<file path="src/rtl/wb_stage.sv">
// MEM/WB pipeline register: selects ALU/load/link writeback data, applies stall/flush,
// blocks r0 writes and counts retired instructions. Define WB_FWD_EN for EXE forwarding taps.
module wb_stage #(
    parameter int DW       = 32,
    parameter int RETIRE_W = 32
) (
    input  logic                clock,
    input  logic                resetn,
    input  logic                stall,
    input  logic                flush,
    input  logic                m_valid,
    input  logic                m_reg_write,
    input  logic [4:0]          m_num_write,
    input  logic [1:0]          m_wb_sel,
    input  logic [2:0]          m_load_type,
    input  logic [DW-1:0]       m_alu_result,
    input  logic [DW-1:0]       m_mem_rdata,
    input  logic [DW-1:0]       m_pc,
    output logic                reg_write,
    output logic [4:0]          num_write,
    output logic [DW-1:0]       data_write,
    output logic [RETIRE_W-1:0] retired
`ifdef WB_FWD_EN
    ,
    output logic                fwd_valid,
    output logic [4:0]          fwd_num,
    output logic [DW-1:0]       fwd_data
`endif
);

    // Slot semantics: m_valid qualifies the MEM slot; a captured slot is accepted
    // unless stall holds the register or flush replaces it with a bubble.
    logic [7:0]    byte_sel;
    logic [15:0]   half_sel;
    logic [DW-1:0] load_data;
    logic [DW-1:0] wb_data;

    always_comb begin
        byte_sel  = m_mem_rdata[7:0];
        half_sel  = m_mem_rdata[15:0];
        load_data = m_mem_rdata;
        wb_data   = m_alu_result;

        case (m_alu_result[1:0])
            2'd1:    byte_sel = m_mem_rdata[15:8];
            2'd2:    byte_sel = m_mem_rdata[23:16];
            2'd3:    byte_sel = m_mem_rdata[31:24];
            default: byte_sel = m_mem_rdata[7:0];
        endcase

        // Halfword lane uses addr[1] only; a misaligned addr[0] is silently ignored.
        if (m_alu_result[1])
            half_sel = m_mem_rdata[31:16];

        case (m_load_type)
            3'b001:  load_data = {{24{byte_sel[7]}}, byte_sel};
            3'b010:  load_data = {24'd0, byte_sel};
            3'b011:  load_data = {{16{half_sel[15]}}, half_sel};
            3'b100:  load_data = {16'd0, half_sel};
            default: load_data = m_mem_rdata;
        endcase

        case (m_wb_sel)
            2'b01:   wb_data = load_data;
            2'b10:   wb_data = m_pc + DW'(8);
            default: wb_data = m_alu_result;
        endcase
    end

    // reg_write is registered already qualified by valid and r0, so no output logic follows the flops.
    always_ff @(posedge clock or negedge resetn) begin
        if (!resetn) begin
            reg_write  <= 1'b0;
            num_write  <= 5'd0;
            data_write <= '0;
            retired    <= '0;
        end else if (flush) begin
            reg_write  <= 1'b0;
        end else if (!stall) begin
            reg_write  <= m_valid & m_reg_write & (m_num_write != 5'd0);
            num_write  <= m_num_write;
            data_write <= wb_data;
            if (m_valid)
                retired <= retired + RETIRE_W'(1);
        end
    end

`ifdef WB_FWD_EN
    assign fwd_valid = reg_write;
    assign fwd_num   = num_write;
    assign fwd_data  = data_write;
`endif

endmodule
</file>
<file path="config.mk">
export PLATFORM = sky130hd
export DESIGN_NAME = wb_stage
export DESIGN_NICKNAME = d
export VERILOG_FILES = /design/src/rtl/wb_stage.sv
export SDC_FILE = /design/constraint.sdc
export NUM_CORES = 1
export LEC_CHECK = 0
export ABC_AREA = 0
export BUFFER_PORTS_ARGS = -buffer_cell sky130_fd_sc_hd__buf_2
export CAP_MARGIN = 20
export CORE_UTILIZATION = 45
export DETAILED_ROUTE_END_ITERATION = 10
export PLACE_DENSITY = 0.74
export SLEW_MARGIN = 20
export SYNTH_ARGS = -nofsm -noshare
export SYNTH_HDL_FRONTEND = slang
export SYNTH_SLANG_ARGS = --single-unit
export TNS_END_PERCENT = 5
</file>
<file path="constraint.sdc">
create_clock -name clock -period 1.7 [get_ports clock]
set_input_delay 0.085 -clock clock [delete_from_list [all_inputs] [get_ports clock]]
set_output_delay 0.085 -clock clock [all_outputs]
set_load 0.05 [all_outputs]
</file>
## Word level (Yosys, flattened, before mapping)

Index checks and enable logic that the tools add are counted.

- Bits in registers: 70
- Logic and storage cells: 29
- Input port bits: 112

- Bitwise logic cells: 4
- Multiplexer cells: 6
- Equality and inequality tests: 10
- $add $sub $neg: 2
- Reduce and logical (&&, ||, !) cells: 3

Operator list:

| cell | number |
|---|---|
| $pmux W32 S4 | 1 |
| $pmux W32 S2 | 1 |
| $add A32 B1 Y32 const B | 1 |
| $add A32 B4 Y32 const B | 1 |
| $pmux W8 S3 | 1 |
| $mux W16 | 1 |
| $eq A2 B2 Y1 const B | 3 |
| $eq A3 B2 Y1 const B | 2 |
| $reduce_bool A5 Y1 | 1 |
| $eq A2 B1 Y1 const B | 2 |
| $eq A3 B1 Y1 const B | 1 |
| $eq A3 B3 Y1 const B | 1 |
| $reduce_and A3 Y1 | 1 |
| $and A1 B1 Y1 | 2 |
| $mux W1 | 2 |
| $ne A2 B1 Y1 const B | 1 |
| $not A1 Y1 | 2 |
| $reduce_and A2 Y1 | 1 |

## Depth between registers and ports, before layout

- Word-level depth: 4
- Mapped depth: 9

## Least setup slack after synthesis

No wires, ideal clock.

- Kind: register to register
- From: register retired[8]
- To: register retired[21]
- Stages on the path, launching flop included: 6
- Path slack: -435 ps
- Library setup time: 141 ps
- Buffers on the path: 0
- Required time: 1559 ps
- Arrival time: 1994 ps
- Path through: dfrtp_1 -> nand3_1 -> or4_4 -> nor3_4 -> nand4_1 -> xnor2_1

- Longest elaborated chain between the ends: 1

RTL lines:

| item | RTL line | text |
|---|---|---|
| from (decl) | 22 | `output logic [RETIRE_W-1:0] retired` |
| from (signal assigned) | 84 | `retired <= retired + RETIRE_W'(1);` |
| $add A32 B1 Y32 | 84 |  |

No other way between the ends.
A chain may end at the register's enable or synchronous reset.

## Final worst setup path

- From: register retired[10]
- To: register retired[16]

Same word-level chain as after synthesis.

==> impl_metrics.yaml <==
placed_design:
  dp.final_hpwl_mm: 13.0
  gp_routability_congestion: 0.988
  pre_cts_ws_ns: -0.0713
  number_of_buffer_cells_added_on_primary_ports: 181
layout:
  drive_gt1_share_pct: 36.9
  nNetsFinal: 911
  n_fill_cell: 935
  sequential_cell_area_um2: 1760
  final_util_pct: 63.9
  area_taken_by_multi_input_logic_gates_um2: 2800
  area_growth_from_synthesis_to_final_layout_pct: 38.3
timing:
  timing.final.crit_share_pct: 102
  timing.final.max_slew_violations: 0
  fmax_ghz: 0.578
  postLayoutSetupSlackWorst_ns: -0.0314
  finalWorstPathRequiredPeriod_ns: 1.73
  skew_ns: 0.0178
  holdWs_ns: 0.00206
  worst_slew_pin_slew_ns: 0.883
  setup_viol: 4
  final_hold_viol_count: 0
  finalSetupTns_ns: -0.0617
  maxSlewHeadroom_pct: 40.7
  rsz0062_at_grt: "yes"
setup_path:
  cpMaxStageDelayCell: "sky130_fd_sc_hd__or4_4"
  critPathCaptureType: "register"
  critical_path.cell_chain: "nand3_2 -> or4_4 -> or2_2 -> nor2_2 -> xor2_1"
  worst_path_largest_cell_delay_ns: 0.57
  crit_required_ns: 1.98
  critPathTopFamily: "simple AND/OR/NAND/NOR gates"
  setup.worst_path.start_class: "register"
  worst-path-max-fanout: 4
  path_buf_inv: 0
  worst-setup-path-type: "reg2reg"
  crit_arrival_ns: 2.02
clocking:
  ctsHtreeMaxLevel: 3
  clk_root_buffer_cell: "sky130_fd_sc_hd__clkbuf_8"
  clock_pin_slew_worst_setup_and_hold_paths_ns: 0.09
  max-clock-path-buffers: 2
  tritoncts_num_sinks: 70
  insertion_delay_ns: 0.36
  post_cts.repair.setup_buffers: 0
  cts_made_buffers: 9
  cts_tree: "yes"
detailed_routing:
  final_antenna_net_count: 0
  detailedRoute.firstIterationViolations: 502
  ratio_of_routed_vias_to_standard_cells: 5.86
  routed_wire_length_per_instance_um: 17.7
  vias: 5492
  post-route-drc-count: 0
  total_length_of_routed_wires_mm: 16.6
  drt_pass1_iterations: 7
global_routing:
  first_global_vias: 5297
  grt_pass1_wl_mm: 26.5
  antenna_found_initial: 2
  grtUsageTotal_pct: 30.8
  pin_count_of_the_biggest_net_entering_global_routing: 40
  grt.overflow.total: 0
logic_synthesis:
  synth_enable_flop_cells: 0
  post_synth.cell_area_avg_um2: 8.51
  netlist_top_cells_area: "sky130_fd_sc_hd__dfrtp_1 37%, sky130_fd_sc_hd__xnor2_1 7.0%, sky130_fd_sc_hd__o21ai_0 5.5%, sky130_fd_sc_hd__nand2_1 4.6%, sky130_fd_sc_hd__nor2_1 3.1%"
  synth_largest_area_cell: "sky130_fd_sc_hd__dfrtp_1"
  synthDominantCellAreaShare_pct: 36.9
  synth_most_common_cell: "sky130_fd_sc_hd__dfrtp_1"
  netlist_instances: 558
  synthesis.area_um2: 4750
  async_flop_share_pct: 100
  seq_total_area_yosys_pct: 36.9
  mappedNetlistNets: 674
  synth.lib_cells_used.distinct: 57
  postSynth.topFlopCell: "sky130_fd_sc_hd__dfrtp_1"
  synth.cells.most_frequent: "70 x sky130_fd_sc_hd__dfrtp_1, 58 x sky130_fd_sc_hd__nand2_1, 52 x sky130_fd_sc_hd__o21ai_0, 39 x sky130_fd_sc_hd__nor2_1, 38 x sky130_fd_sc_hd__xnor2_1"
  yosys_warnings: 0
  synth-seq-cells: 70
floorplanning:
  die-height_um: 105
  dieWidth_um: 105
  ioPinCount: 182
  die-area_um2: 11000
  placement_row_count: 37
  floorplan.initialDensity_pct: 46.2
  core-area_um2: 10300
flow_run:
  timing.max_cap.violations: 0
outcome:
  violations: "setup timing"
  outcome: "complete, but fails checks"
power:
  power_per_cell_area_nw_per_um2: 824
  share_seq_of_total_power_pct: 36.7
  irDropWorstVdd_v: 0.000495
  switchingPower_mw: 2.32
  p_sw_share_pct: 42.9
  comb_power_share_pct: 39.4
  p_clk_share_pct: 23.8
  static-leakage-power_nw: 3.10
  power.internal_mw: 3.09
worst_hold_path:
  hold_class: "in2reg"
path summary, 6_finish.rpt:
path,startpoint,endpoint,slack (ns),depth (start not counted)
min in group asynchronous,resetn,data_write[2],0.25,2
worst max-delay path,retired[10],retired[16],-0.03,5
max in group asynchronous,resetn,retired[0],0.88,3
worst min-delay path,m_mem_rdata[4],data_write[4],0.002,3
worst max register to register,retired[10],retired[16],-0.03,5
worst min register to register,num_write[4],num_write[4],0.48,2
repair_timing:
item | 4_1_cts | 5_1_grt
hold buffers | 10 | 0
setup endpoints to repair | 8 | 20
resized for setup | 3 | 1
pin swaps | 0 | 6
endpoints found under the hold margin | 28 | 0
sequential cells by signal, summed over array words and instances, names as in the netlist:
signal,flops
data_write,32
num_write,5
reg_write,1
retired,32
metal layers:
layer	global-route usage, %	wire, um	up-vias
li1	-	-	2556
met1	39.0	6700	2590
met2	51.4	7750	294
met3	6.99	1460	52
met4	11.2	660	0
met5	0	0	-
cell families after synthesis:
| family | synth area share [%] |
|---|---|
| simple gates | 22.6 |
| compound gates | 22.7 |
| flops | 36.9 |
| buf+inv | 4.66 |
| xor+xnor | 8.85 |
| mux | 3.24 |
| fa+ha+maj | 1.05 |
through the flow:
step	area (um^2)	power (mW)	cells
5_1_grt	6560	5.65	936
2_1_floorplan	4760	3.30	558
6_report	6570	5.42	938
3_5_place_dp	6260	4.11	910
4_1_cts	6560	5.41	936
3_3_place_gp	6260	4.07	910
cells in the final DEF, fill, tap and decap left out, types with 3 or more instances in the layout:
| cell type | netlist | layout |
|---|---|---|
| sky130_fd_sc_hd__a21boi_0 | 8 | 8 |
| sky130_fd_sc_hd__a21oi_1 | 27 | 27 |
| sky130_fd_sc_hd__a221oi_1 | 10 | 10 |
| sky130_fd_sc_hd__a22oi_1 | 5 | 5 |
| sky130_fd_sc_hd__a31oi_1 | 12 | 12 |
| sky130_fd_sc_hd__and3_1 | 9 | 9 |
| sky130_fd_sc_hd__and4_1 | 7 | 7 |
| sky130_fd_sc_hd__buf_12 | 0 | 4 |
| sky130_fd_sc_hd__buf_2 | 6 | 181 |
| sky130_fd_sc_hd__buf_4 | 1 | 66 |
| sky130_fd_sc_hd__clkbuf_8 | 0 | 9 |
| sky130_fd_sc_hd__clkinvlp_4 | 0 | 3 |
| sky130_fd_sc_hd__dfrtp_1 | 70 | 60 |
| sky130_fd_sc_hd__dfrtp_2 | 0 | 10 |
| sky130_fd_sc_hd__dlygate4sd3_1 | 0 | 10 |
| sky130_fd_sc_hd__ha_1 | 4 | 4 |
| sky130_fd_sc_hd__inv_1 | 17 | 17 |
| sky130_fd_sc_hd__mux2i_1 | 12 | 12 |
| sky130_fd_sc_hd__nand2_1 | 58 | 58 |
| sky130_fd_sc_hd__nand2b_1 | 3 | 3 |
| sky130_fd_sc_hd__nand3_1 | 29 | 27 |
| sky130_fd_sc_hd__nand4_1 | 18 | 18 |
| sky130_fd_sc_hd__nor2_1 | 39 | 37 |
| sky130_fd_sc_hd__nor3_1 | 10 | 9 |
| sky130_fd_sc_hd__nor4_1 | 10 | 10 |
| sky130_fd_sc_hd__o211ai_1 | 7 | 7 |
| sky130_fd_sc_hd__o21a_1 | 4 | 4 |
| sky130_fd_sc_hd__o21ai_0 | 52 | 52 |
| sky130_fd_sc_hd__o221ai_1 | 9 | 9 |
| sky130_fd_sc_hd__o22ai_1 | 6 | 6 |
| sky130_fd_sc_hd__o31a_1 | 8 | 8 |
| sky130_fd_sc_hd__o32ai_1 | 3 | 3 |
| sky130_fd_sc_hd__or3_1 | 8 | 8 |
| sky130_fd_sc_hd__or4_1 | 3 | 3 |
| sky130_fd_sc_hd__xnor2_1 | 38 | 38 |
| sky130_fd_sc_hd__xor2_1 | 10 | 10 |
cell type report:
| type | count | share of cell area [%] |
|---|---|---|
| Antenna cell | 2 | 0.0762 |
| Clock buffer | 9 | 1.89 |
| Clock inverter | 7 | 0.952 |
| Inverter | 17 | 0.971 |
| Multi-Input combinational cell | 436 | 42.6 |
| Sequential cell | 70 | 26.9 |
| Tap cell | 136 | 2.59 |
| Timing Repair Buffer | 261 | 24.1 |
worst register-to-register path, delay by kind of cell, from the launching register on:
kind / cells / cell delay, ns
flip-flops: 1 / 0.38
AND/OR/NAND/NOR: 4 / 1.12
XOR/XNOR: 1 / 0.16
power by group through the flow:
stage	Sequential, mW	Clock (mW)	Combinational, mW
4_1_cts	1.98	1.30	2.12
6_report	1.99	1.29	2.13
3_5_place_dp	2.01	0	2.10
5_1_grt	2.01	1.38	2.26
2_1_floorplan	2.74	0	0.552
3_3_place_gp	2.01	0	2.06
Note: power is estimated with default switching activity, not from simulation.
